$ cat src/rtl/keypad_scan_ctrl.sv
`default_nettype none
// ============================================================================
//  Module   : keypad_scan_ctrl
//  Brief    : 4x4 matrix keypad scanner with debounce, ghost rejection and a
//             valid/ready key-event output. Optional auto-repeat is built
//             when KEYPAD_REPEAT_EN is defined.
//  Revision : 1.0  initial release
// ============================================================================
module keypad_scan_ctrl #(
  parameter int SCAN_DIV       = 1000,
  parameter int DEBOUNCE_SCANS = 4,
  parameter int REPEAT_DELAY   = 50,
  parameter int REPEAT_RATE    = 10
) (
  input  logic       clk,
  input  logic       rst_n,
  input  logic [3:0] col,
  output logic [3:0] row,
  output logic [7:0] key_code,
  output logic [3:0] key_idx,
  output logic       key_valid,
  input  logic       key_ready,
  output logic       key_down,
  output logic       overrun,
  input  logic       clr_overrun
);

  localparam int C_DIV_W = $clog2(SCAN_DIV);
  localparam int C_DEB_W = $clog2(DEBOUNCE_SCANS + 1);
  localparam logic [C_DIV_W-1:0] C_DIV_LAST = C_DIV_W'(SCAN_DIV - 1);
  localparam logic [C_DEB_W-1:0] C_DEB_LAST = C_DEB_W'(DEBOUNCE_SCANS - 1);

  typedef enum logic [1:0] {
    ST_SCAN     = 2'd0,
    ST_DEBOUNCE = 2'd1,
    ST_HOLD     = 2'd2
  } state_t;

  logic [1:0]         r_rst_sync;
  logic               w_rst_n;
  logic [3:0]         r_col_meta;
  logic [3:0]         r_col_sync;
  logic [C_DIV_W-1:0] r_dwell;
  state_t             r_state;
  logic [1:0]         r_row_sel;
  logic [3:0]         r_row;
  logic [3:0]         r_cand_col;
  logic [C_DEB_W-1:0] r_deb_cnt;
  logic [C_DEB_W-1:0] r_rel_cnt;
  logic               r_key_down;
  logic [7:0]         r_key_code;
  logic [3:0]         r_key_idx;
  logic               r_key_valid;
  logic               r_overrun;

  logic               w_tc;
  logic [3:0]         w_act;
  logic               w_hit;
  logic               w_released;
  logic [1:0]         w_next_sel;
  logic               w_confirm;
  logic               w_rep;
  logic               w_emit;
  logic [3:0]         w_ev_col;
  logic [3:0]         w_row_oh;
  logic [1:0]         w_col_idx;
  logic [7:0]         w_ev_code;
  logic [3:0]         w_ev_idx;

  // Reset asserts asynchronously but releases on a clock edge.
  always_ff @(posedge clk or negedge rst_n) begin
    if (!rst_n) r_rst_sync <= 2'b00;
    else        r_rst_sync <= {r_rst_sync[0], 1'b1};
  end
  assign w_rst_n = r_rst_sync[1];

  always_ff @(posedge clk or negedge w_rst_n) begin
    if (!w_rst_n) begin
      r_col_meta <= 4'hF;
      r_col_sync <= 4'hF;
      r_dwell    <= '0;
    end else begin
      r_col_meta <= col;
      r_col_sync <= r_col_meta;
      r_dwell    <= w_tc ? '0 : r_dwell + C_DIV_W'(1);
    end
  end

  assign w_tc       = (r_dwell == C_DIV_LAST);
  assign w_act      = ~r_col_sync;
  assign w_hit      = (w_act != 4'd0) && ((w_act & (w_act - 4'd1)) == 4'd0);
  assign w_released = (r_col_sync & r_cand_col) != 4'd0;
  assign w_next_sel = r_row_sel + 2'd1;

  assign w_confirm = w_tc && w_hit &&
                     (((r_state == ST_SCAN) && (DEBOUNCE_SCANS == 1)) ||
                      ((r_state == ST_DEBOUNCE) && (w_act == r_cand_col) &&
                       (r_deb_cnt == C_DEB_LAST)));
  assign w_emit    = w_confirm | w_rep;

  // A first press takes its column from the live sample; a repeat uses the latch.
  assign w_ev_col  = (r_state == ST_HOLD) ? r_cand_col : w_act;
  assign w_row_oh  = 4'b0001 << r_row_sel;

  always_comb begin
    w_col_idx = 2'd0;
    for (int i = 0; i < 4; i++) begin
      if (w_ev_col[i]) w_col_idx = 2'(i);
    end
  end

  assign w_ev_code = {w_row_oh[0], w_row_oh[1], w_row_oh[2], w_row_oh[3],
                      w_ev_col[0], w_ev_col[1], w_ev_col[2], w_ev_col[3]};
  assign w_ev_idx  = {r_row_sel, w_col_idx};

  always_ff @(posedge clk or negedge w_rst_n) begin
    if (!w_rst_n) begin
      r_state    <= ST_SCAN;
      r_row_sel  <= 2'd0;
      r_row      <= 4'b1110;
      r_cand_col <= 4'd0;
      r_deb_cnt  <= '0;
      r_rel_cnt  <= '0;
      r_key_down <= 1'b0;
    end else if (w_tc) begin
      case (r_state)
        ST_SCAN: begin
          if (w_hit) begin
            r_cand_col <= w_act;
            r_deb_cnt  <= C_DEB_W'(1);
            r_rel_cnt  <= '0;
            if (DEBOUNCE_SCANS == 1) begin
              r_state    <= ST_HOLD;
              r_key_down <= 1'b1;
            end else begin
              r_state <= ST_DEBOUNCE;
            end
          end else begin
            r_row_sel <= w_next_sel;
            r_row     <= ~(4'b0001 << w_next_sel);
          end
        end
        ST_DEBOUNCE: begin
          if (w_hit && (w_act == r_cand_col)) begin
            if (r_deb_cnt == C_DEB_LAST) begin
              r_state    <= ST_HOLD;
              r_key_down <= 1'b1;
              r_rel_cnt  <= '0;
            end else begin
              r_deb_cnt <= r_deb_cnt + C_DEB_W'(1);
            end
          end else begin
            r_state   <= ST_SCAN;
            r_row_sel <= w_next_sel;
            r_row     <= ~(4'b0001 << w_next_sel);
          end
        end
        ST_HOLD: begin
          if (w_released) begin
            if (r_rel_cnt == C_DEB_LAST) begin
              r_state    <= ST_SCAN;
              r_key_down <= 1'b0;
              r_rel_cnt  <= '0;
              r_row_sel  <= w_next_sel;
              r_row      <= ~(4'b0001 << w_next_sel);
            end else begin
              r_rel_cnt <= r_rel_cnt + C_DEB_W'(1);
            end
          end else begin
            r_rel_cnt <= '0;
          end
        end
        default: r_state <= ST_SCAN;
      endcase
    end
  end

`ifdef KEYPAD_REPEAT_EN
  localparam int C_HOLD_MAX = (REPEAT_DELAY > REPEAT_RATE) ? REPEAT_DELAY : REPEAT_RATE;
  localparam int C_HOLD_W   = $clog2(C_HOLD_MAX + 1);
  localparam logic [C_HOLD_W-1:0] C_DELAY_LAST = C_HOLD_W'(REPEAT_DELAY - 1);
  localparam logic [C_HOLD_W-1:0] C_RATE_LAST  = C_HOLD_W'(REPEAT_RATE - 1);

  logic [C_HOLD_W-1:0] r_hold_cnt;
  logic                r_rep_phase;

  assign w_rep = w_tc && (r_state == ST_HOLD) && !w_released &&
                 (r_hold_cnt == (r_rep_phase ? C_RATE_LAST : C_DELAY_LAST));

  always_ff @(posedge clk or negedge w_rst_n) begin
    if (!w_rst_n) begin
      r_hold_cnt  <= '0;
      r_rep_phase <= 1'b0;
    end else if (w_tc) begin
      if ((r_state == ST_HOLD) && !w_released) begin
        if (w_rep) begin
          r_hold_cnt  <= '0;
          r_rep_phase <= 1'b1;
        end else begin
          r_hold_cnt <= r_hold_cnt + C_HOLD_W'(1);
        end
      end else begin
        r_hold_cnt  <= '0;
        r_rep_phase <= 1'b0;
      end
    end
  end
`else
  // Constant-false; keeps the repeat parameters referenced in this build.
  assign w_rep = (REPEAT_DELAY < 0) && (REPEAT_RATE < 0);
`endif

  always_ff @(posedge clk or negedge w_rst_n) begin
    if (!w_rst_n) begin
      r_key_code  <= 8'd0;
      r_key_idx   <= 4'd0;
      r_key_valid <= 1'b0;
      r_overrun   <= 1'b0;
    end else begin
      if (w_emit && (!r_key_valid || key_ready)) begin
        r_key_code  <= w_ev_code;
        r_key_idx   <= w_ev_idx;
        r_key_valid <= 1'b1;
      end else if (r_key_valid && key_ready) begin
        r_key_valid <= 1'b0;
      end
      if (w_emit && r_key_valid && !key_ready) r_overrun <= 1'b1;
      else if (clr_overrun)                    r_overrun <= 1'b0;
    end
  end

  assign row       = r_row;
  assign key_code  = r_key_code;
  assign key_idx   = r_key_idx;
  assign key_valid = r_key_valid;
  assign key_down  = r_key_down;
  assign overrun   = r_overrun;

endmodule
`default_nettype wire

$ cat config.mk
export PLATFORM = sky130hd
export DESIGN_NAME = keypad_scan_ctrl
export DESIGN_NICKNAME = d
export VERILOG_FILES = /design/src/rtl/keypad_scan_ctrl.sv
export SDC_FILE = /design/constraint.sdc
export NUM_CORES = 1
export LEC_CHECK = 0
export CORE_UTILIZATION = 60
export DETAILED_ROUTE_END_ITERATION = 12
export GPL_TIMING_DRIVEN = 0
export PLACE_DENSITY = 0.89
export SETUP_SLACK_MARGIN = 0.02
export SYNTH_ARGS = -nofsm -noshare
export SYNTH_HDL_FRONTEND = slang
export SYNTH_SLANG_ARGS = --single-unit
$ cat constraint.sdc
create_clock -name clk -period 4.1 [get_ports clk]
set_input_delay 0.615 -clock clk [delete_from_list [all_inputs] [get_ports clk]]
set_output_delay 0.615 -clock clk [all_outputs]
set_load 0.02 [all_outputs]
# --- Word-level counts from Yosys, hierarchy flattened ---
# Cells that the tools add are included.
op_classes:
  n_addsub: 5
  n_eq_ne: 15
  shift: 2
  muxes: 40
  n_bitwise: 4
  reduce_logical: 28
op_table:
  columns: ["op", "count"]
  rows:
  - ["$mux W3", 8]
  - ["$mux W2", 11]
  - ["$mux W4", 5]
  - ["$reduce_and A5 Y1", 3]
  - ["$pmux W2 S3", 2]
  - ["$pmux W4 S3", 1]
  - ["$reduce_and A6 Y1", 2]
  - ["$add A10 B1 Y10 const B", 1]
  - ["$eq A10 B10 Y1 const B", 1]
  - ["$logic_and A1 B1 Y1", 10]
  - ["$mux W10", 1]
  - ["$ne A2 B2 Y1 const B", 5]
  - ["$mux W1", 9]
  - ["$pmux W3 S3", 1]
  - ["$and A4 B4 Y4", 2]
  - ["$not A4 Y4", 2]
  - ["$reduce_bool A2 Y1", 4]
  - ["$reduce_bool A4 Y1", 2]
  - ["$shl A1 B2 Y4 const A", 2]
  - ["$add A3 B1 Y3 const B", 2]
  - ["$eq A3 B2 Y1 const B", 2]
  - ["$ne A2 B1 Y1 const B", 3]
  - ["$pmux W3 S2", 1]
  - ["$eq A4 B4 Y1", 1]
  - ["12 further kinds", 13]
word_totals:
  regBits: 53
  in_bits: 8
  output_inout_bits: 19
  elab_cells: 109

# --- Depth between registers and ports, before layout ---
depth:
  word_depth: 10
  ltp_mapped: 6
  ltp_nobuf: 6

# --- Least setup slack after synthesis ---
# OpenSTA, ideal clock, no wires.
synth_timing:
  kind: "flip-flop to flip-flop"
  startpoint: "reg r_col_sync[0]"
  endpoint: "reg r_row_sel[1]"
  setup_time_ps: 125
  t_arrival_ps: 1787
  required_ps: 3975
  setup_slack_ps: 2188
  path_stages_with_launch: 6
  n_path_buf: 0
  period_less_slack_ps: 1912
  path_cell_list: "dfstp_2 -> ha_1 -> nand4_1 -> a21oi_1 -> a221oi_4 -> mux2_4"
synth_via:
  elab_chain_cells: 8
  word_cells_on_any_way: 14
  cone_classes: "1 x add/sub; 4 x eq/ne; 3 x bitwise; 6 x reduce/logical"
synth_rtl:
  columns: ["item", "line_no", "rtl"]
  rows:
  - ["start: declaration", "42", "logic [3:0] r_col_sync;"]
  - ["start signal: assignment", "84", "r_col_sync <= r_col_meta;"]
  - ["$not A4 Y4", "90", "assign w_act = ~r_col_sync;"]
  - ["$sub A4 B1 Y4", "91", "assign w_hit = (w_act != 4'd0) && ((w_act & (w_act - 4'd1)) == 4'd0);"]
  - ["$and A4 B4 Y4", "91", null]
  - ["$logic_not A4 Y1", "91", null]
  - ["$logic_and A1 B1 Y1", "91", null]
  - ["$logic_and A1 B1 Y1", "144", "if (w_hit && (w_act == r_cand_col)) begin"]
  - ["$ne A2 B2 Y1 (no source line)", null, null]
  - ["$reduce_and A6 Y1 (no source line) *", null, null]
  - ["end signal: assignment", "139", "r_row_sel <= w_next_sel;"]
  - ["end signal: assignment", "154", "r_row_sel <= w_next_sel;"]
  - ["end signal: assignment", "164", "r_row_sel <= w_next_sel;"]
  - ["end: declaration", "45", "logic [1:0] r_row_sel;"]
# Mark *: on every way between the ends. The rest lies on a longest branch, timed or not.
# A chain may end at the register's enable or synchronous reset.

# --- Final worst setup path ---
layout_timing:
  startpoint: "reg r_col_sync[0]"
  endpoint: "reg r_key_code[2] (netlist: key_code[2])"
layout_via:
  elab_chain_cells: 8
  word_cells_on_any_way: 12
  cone_classes: "1 x add/sub; 1 x eq/ne; 2 x bitwise; 8 x reduce/logical"
layout_rtl:
  columns: ["item", "line_no", "rtl"]
  rows:
  - ["$not A4 Y4 *", "90", null]
  - ["$sub A4 B1 Y4", "91", null]
  - ["$and A4 B4 Y4", "91", null]
  - ["$logic_not A4 Y1", "91", null]
  - ["$logic_and A1 B1 Y1", "91", null]
  - ["$logic_and A1 B1 Y1", "95", "assign w_confirm = w_tc && w_hit &&"]
  - ["$logic_and A1 B1 Y1 *", "95", null]
  - ["$logic_and A1 B1 Y1 *", "220", "if (w_emit && (!r_key_valid || key_ready)) begin"]
  - ["end signal: assignment", "221", "r_key_code <= w_ev_code;"]
  - ["end: declaration", "51", "logic [7:0] r_key_code;"]
# Marked as above.

==> results.sh <==
export IMPL_outcome="completed"
export IMPL_power_frac_clock_pct=37.8
export IMPL_total_power_uw=916
export IMPL_p_int_uw=726
export IMPL_slew_viol_final=0
export IMPL_overflow=0
export IMPL_powerDensity_nw_per_um2=301
export IMPL_synth_top_area_share_pct=40.5
export IMPL_syn_to_final_growth_pct=17.4
export IMPL_finalSetupViolations=0
export IMPL_rsz0062_at_grt="false"
export IMPL_antenna_found_initial=0
export IMPL_avgSynthCellArea_um2=12.1
export IMPL_yosys_warnings=0
export IMPL_fin_crit_sh_pct=52.7
export IMPL_routed_wirelength_um=4780
export IMPL_fp_dieW_um=67.8
export IMPL_cts_tree="built"
export IMPL_post_cts_repair_setup_buffers=0
export IMPL_endpoint_kind="register"
export IMPL_worstMarginPinSlew_ns=0.538
export IMPL_drive_gt1_share_pct=20.1
export IMPL_synth_edf_count=0
export IMPL_drt_iter0_drc=77
export IMPL_r2r_cells=6
export IMPL_hold_viol=0
export IMPL_yosysTopAreaCell="dfrtp_1"
export IMPL_clkLatencyLatePin_ns=0.30
export IMPL_wl_per_cell_um=16.0
export IMPL_track_usage_pct=24.0
export IMPL_initial_core_util_pct=63.5
export IMPL_syn_cell_area_um2=2590
export IMPL_fin_nets=272
export IMPL_cap_violations=0
export IMPL_netlist_top_cells_count="dfrtp_1 (42), ha_1 (16), inv_1 (16)"
export IMPL_grt_pass1_wl_um=7980
export IMPL_critPathRequiredTime_ns=4.30
export IMPL_grt_max_degree=39
export IMPL_layout_cells_non_filler=299
export IMPL_cts_root_buf="clkbuf_8"
export IMPL_synthesis_nets=238
export IMPL_ant_nets=0
export IMPL_synth_area_leaders="dfrtp_1 (41%), dfstp_2 (11%), ha_1 (7.7%)"
export IMPL_critPathKind="register to register"
export IMPL_numPortBuffers=26
export IMPL_fillers=253
export IMPL_fin_worst_skew_ns=0.00565
export IMPL_period_needed_ns=2.16
export IMPL_p_leak_uw=0.00137
export IMPL_syn_instance_count=214
export IMPL_die_area_um2=4590
export IMPL_globalplace_congestion=0.788
export IMPL_drcViolationCount=0
export IMPL_synth_seq_area_share_pct=51.6
export IMPL_clk_pin_slew_ns=0.09
export IMPL_grt_pass1_vias=1676
export IMPL_comb_power_share_pct=3.4
export IMPL_power_frac_seq_pct=58.8
export IMPL_dp_hpwl_um=3470
export IMPL_synth_most_common_cell="dfrtp_1"
export IMPL_vias=1698
export IMPL_clock_tree_htree_level_count=2
export IMPL_arrival_ns=2.36
export IMPL_synth_seq_cells=53
export IMPL_vias_per_cell=5.68
export IMPL_ctsHoldBuffers=0
export IMPL_postLayoutCoreUtil_pct=74.6
export IMPL_startpoint_type="register"
export IMPL_antennaDiodeCount=0
export IMPL_cts_made_buffers=5
export IMPL_die_height_um=67.8
export IMPL_synth_cell_types=46
export IMPL_cts_resized=0
export IMPL_tns_ns=0
export IMPL_crit_fanout=10
export IMPL_fmax_mhz=463
export IMPL_post_place_cells=291
export IMPL_dr_pass1_iters=4
export IMPL_p_switching_uw=190
export IMPL_hp_class="register to asynchronous set/reset pin"
export IMPL_rows=23
export IMPL_clockBufferDepth=2
export IMPL_relSlewSlack_pct=64.0
export IMPL_async_flop_share_pct=100
export IMPL_coreArea_um2=4090
export IMPL_io_pins=27
export IMPL_synth_ff_type="dfrtp_1"
export IMPL_vdd_drop_max_uv=298
export IMPL_switching_share_pct=20.7
export IMPL_clkSinkCount=53
## cells by family (layout without fill, tap and decap cells)
family | count (synthesis) | in the layout | share of synthesized area, %
XOR/XNOR | 8 | 8 | 2.70
AND/OR/NAND/NOR | 60 | 60 | 14.6
other | 1 | 1 | 0.145
buffers and inverters | 25 | 60 | 4.63
flip-flops | 53 | 53 | 51.6
adder cells (fa/ha/maj) | 16 | 16 | 7.71
AO/OA/AOI/OAI | 24 | 24 | 7.43
multiplexers | 27 | 27 | 11.1
## final timing paths
check	start	end	slack, ns
setup / recovery	r_col_sync[0]	key_code[2]	1.94
hold / removal	r_rst_sync[1]	r_deb_cnt[2]	0.17
setup reg to reg	r_col_sync[0]	key_code[2]	1.94
hold reg to reg	r_rst_sync[1]	r_deb_cnt[2]	0.17
max in group asynchronous	r_rst_sync[1]	r_col_sync[1]	3.36
min in group clk	r_col_meta[3]	r_col_sync[3]	0.36
## per-stage QoR
stage / hold slack [ns] / cell area, um2 / setup WS [ns]
2_1_floorplan: 0.319 / 2590 / 2.19
3_3_place_gp: 0.333 / 2920 / 1.72
3_5_place_dp: 0.176 / 2940 / 1.68
4_1_cts: 0.180 / 3050 / 1.93
5_1_grt: 0.203 / 3050 / 1.87
6_report: 0.168 / 3050 / 1.94
## layout make-up
type / instances / area [um2] / area share (%)
buffer: 9 / 60.1 / 1.97
clock buffer: 6 / 72.6 / 2.38
clock inverter: 2 / 35.0 / 1.15
inverter: 16 / 60.1 / 1.97
multi-input combinational: 136 / 1130 / 37.2
sequential: 53 / 1340 / 44.0
tap: 50 / 62.6 / 2.05
timing repair buffer: 27 / 280 / 9.20
## cells in the final DEF, fill, tap and decap left out, types with 4 or more instances in the layout
cell             instances
dfrtp_1                 41
inv_1                   16
xnor2_1                  4
clkbuf_8                 5
xor2_1                   4
clkdlybuf4s50_1         26
nand4_1                  5
mux2i_1                 15
mux2_2                  11
dfstp_2                 11
nor2_1                   9
ha_1                    16
nand2_1                 12
o21ai_0                  7
nand3_1                  8
## per-layer routing
layer  vias to the layer above  GRT usage (%)  share of wire [%]
li1                        822              -                  -
met1                       829           29.5                 43
met2                        38           41.1                 51
met3                         9           4.73                4.2
met4                         0           9.84                1.3
met5                         -              0                  0
## flip-flops by register name, summed over array words and instances (netlist names)
register and count:
key_code 8, key_down 1, key_idx 4, key_valid 1, overrun 1, r_cand_col 4, r_col_meta 4, r_col_sync 4
r_deb_cnt 3, r_dwell 10, r_rel_cnt 3, r_row_sel 2, r_rst_sync 2, r_state 2, row 4
## power by group through the flow
stage	Combinational [uW]	Sequential (uW)	Clock (uW)
after floorplan	11.7	551	0
after global routing	34.8	539	369
final	31.0	538	346
after CTS	31.6	538	356
after global placement	20.8	554	0
after detailed placement	31.6	548	0
## critical path: stages (launching register included)
cell and delay (ns):
dfstp_2 0.60, ha_1 0.18, and4_1 0.23, nand4_1 0.15
nor4_4 0.26, buf_4 0.27, mux2_2 0.36
Note: power is estimated with default switching activity, not from simulation.
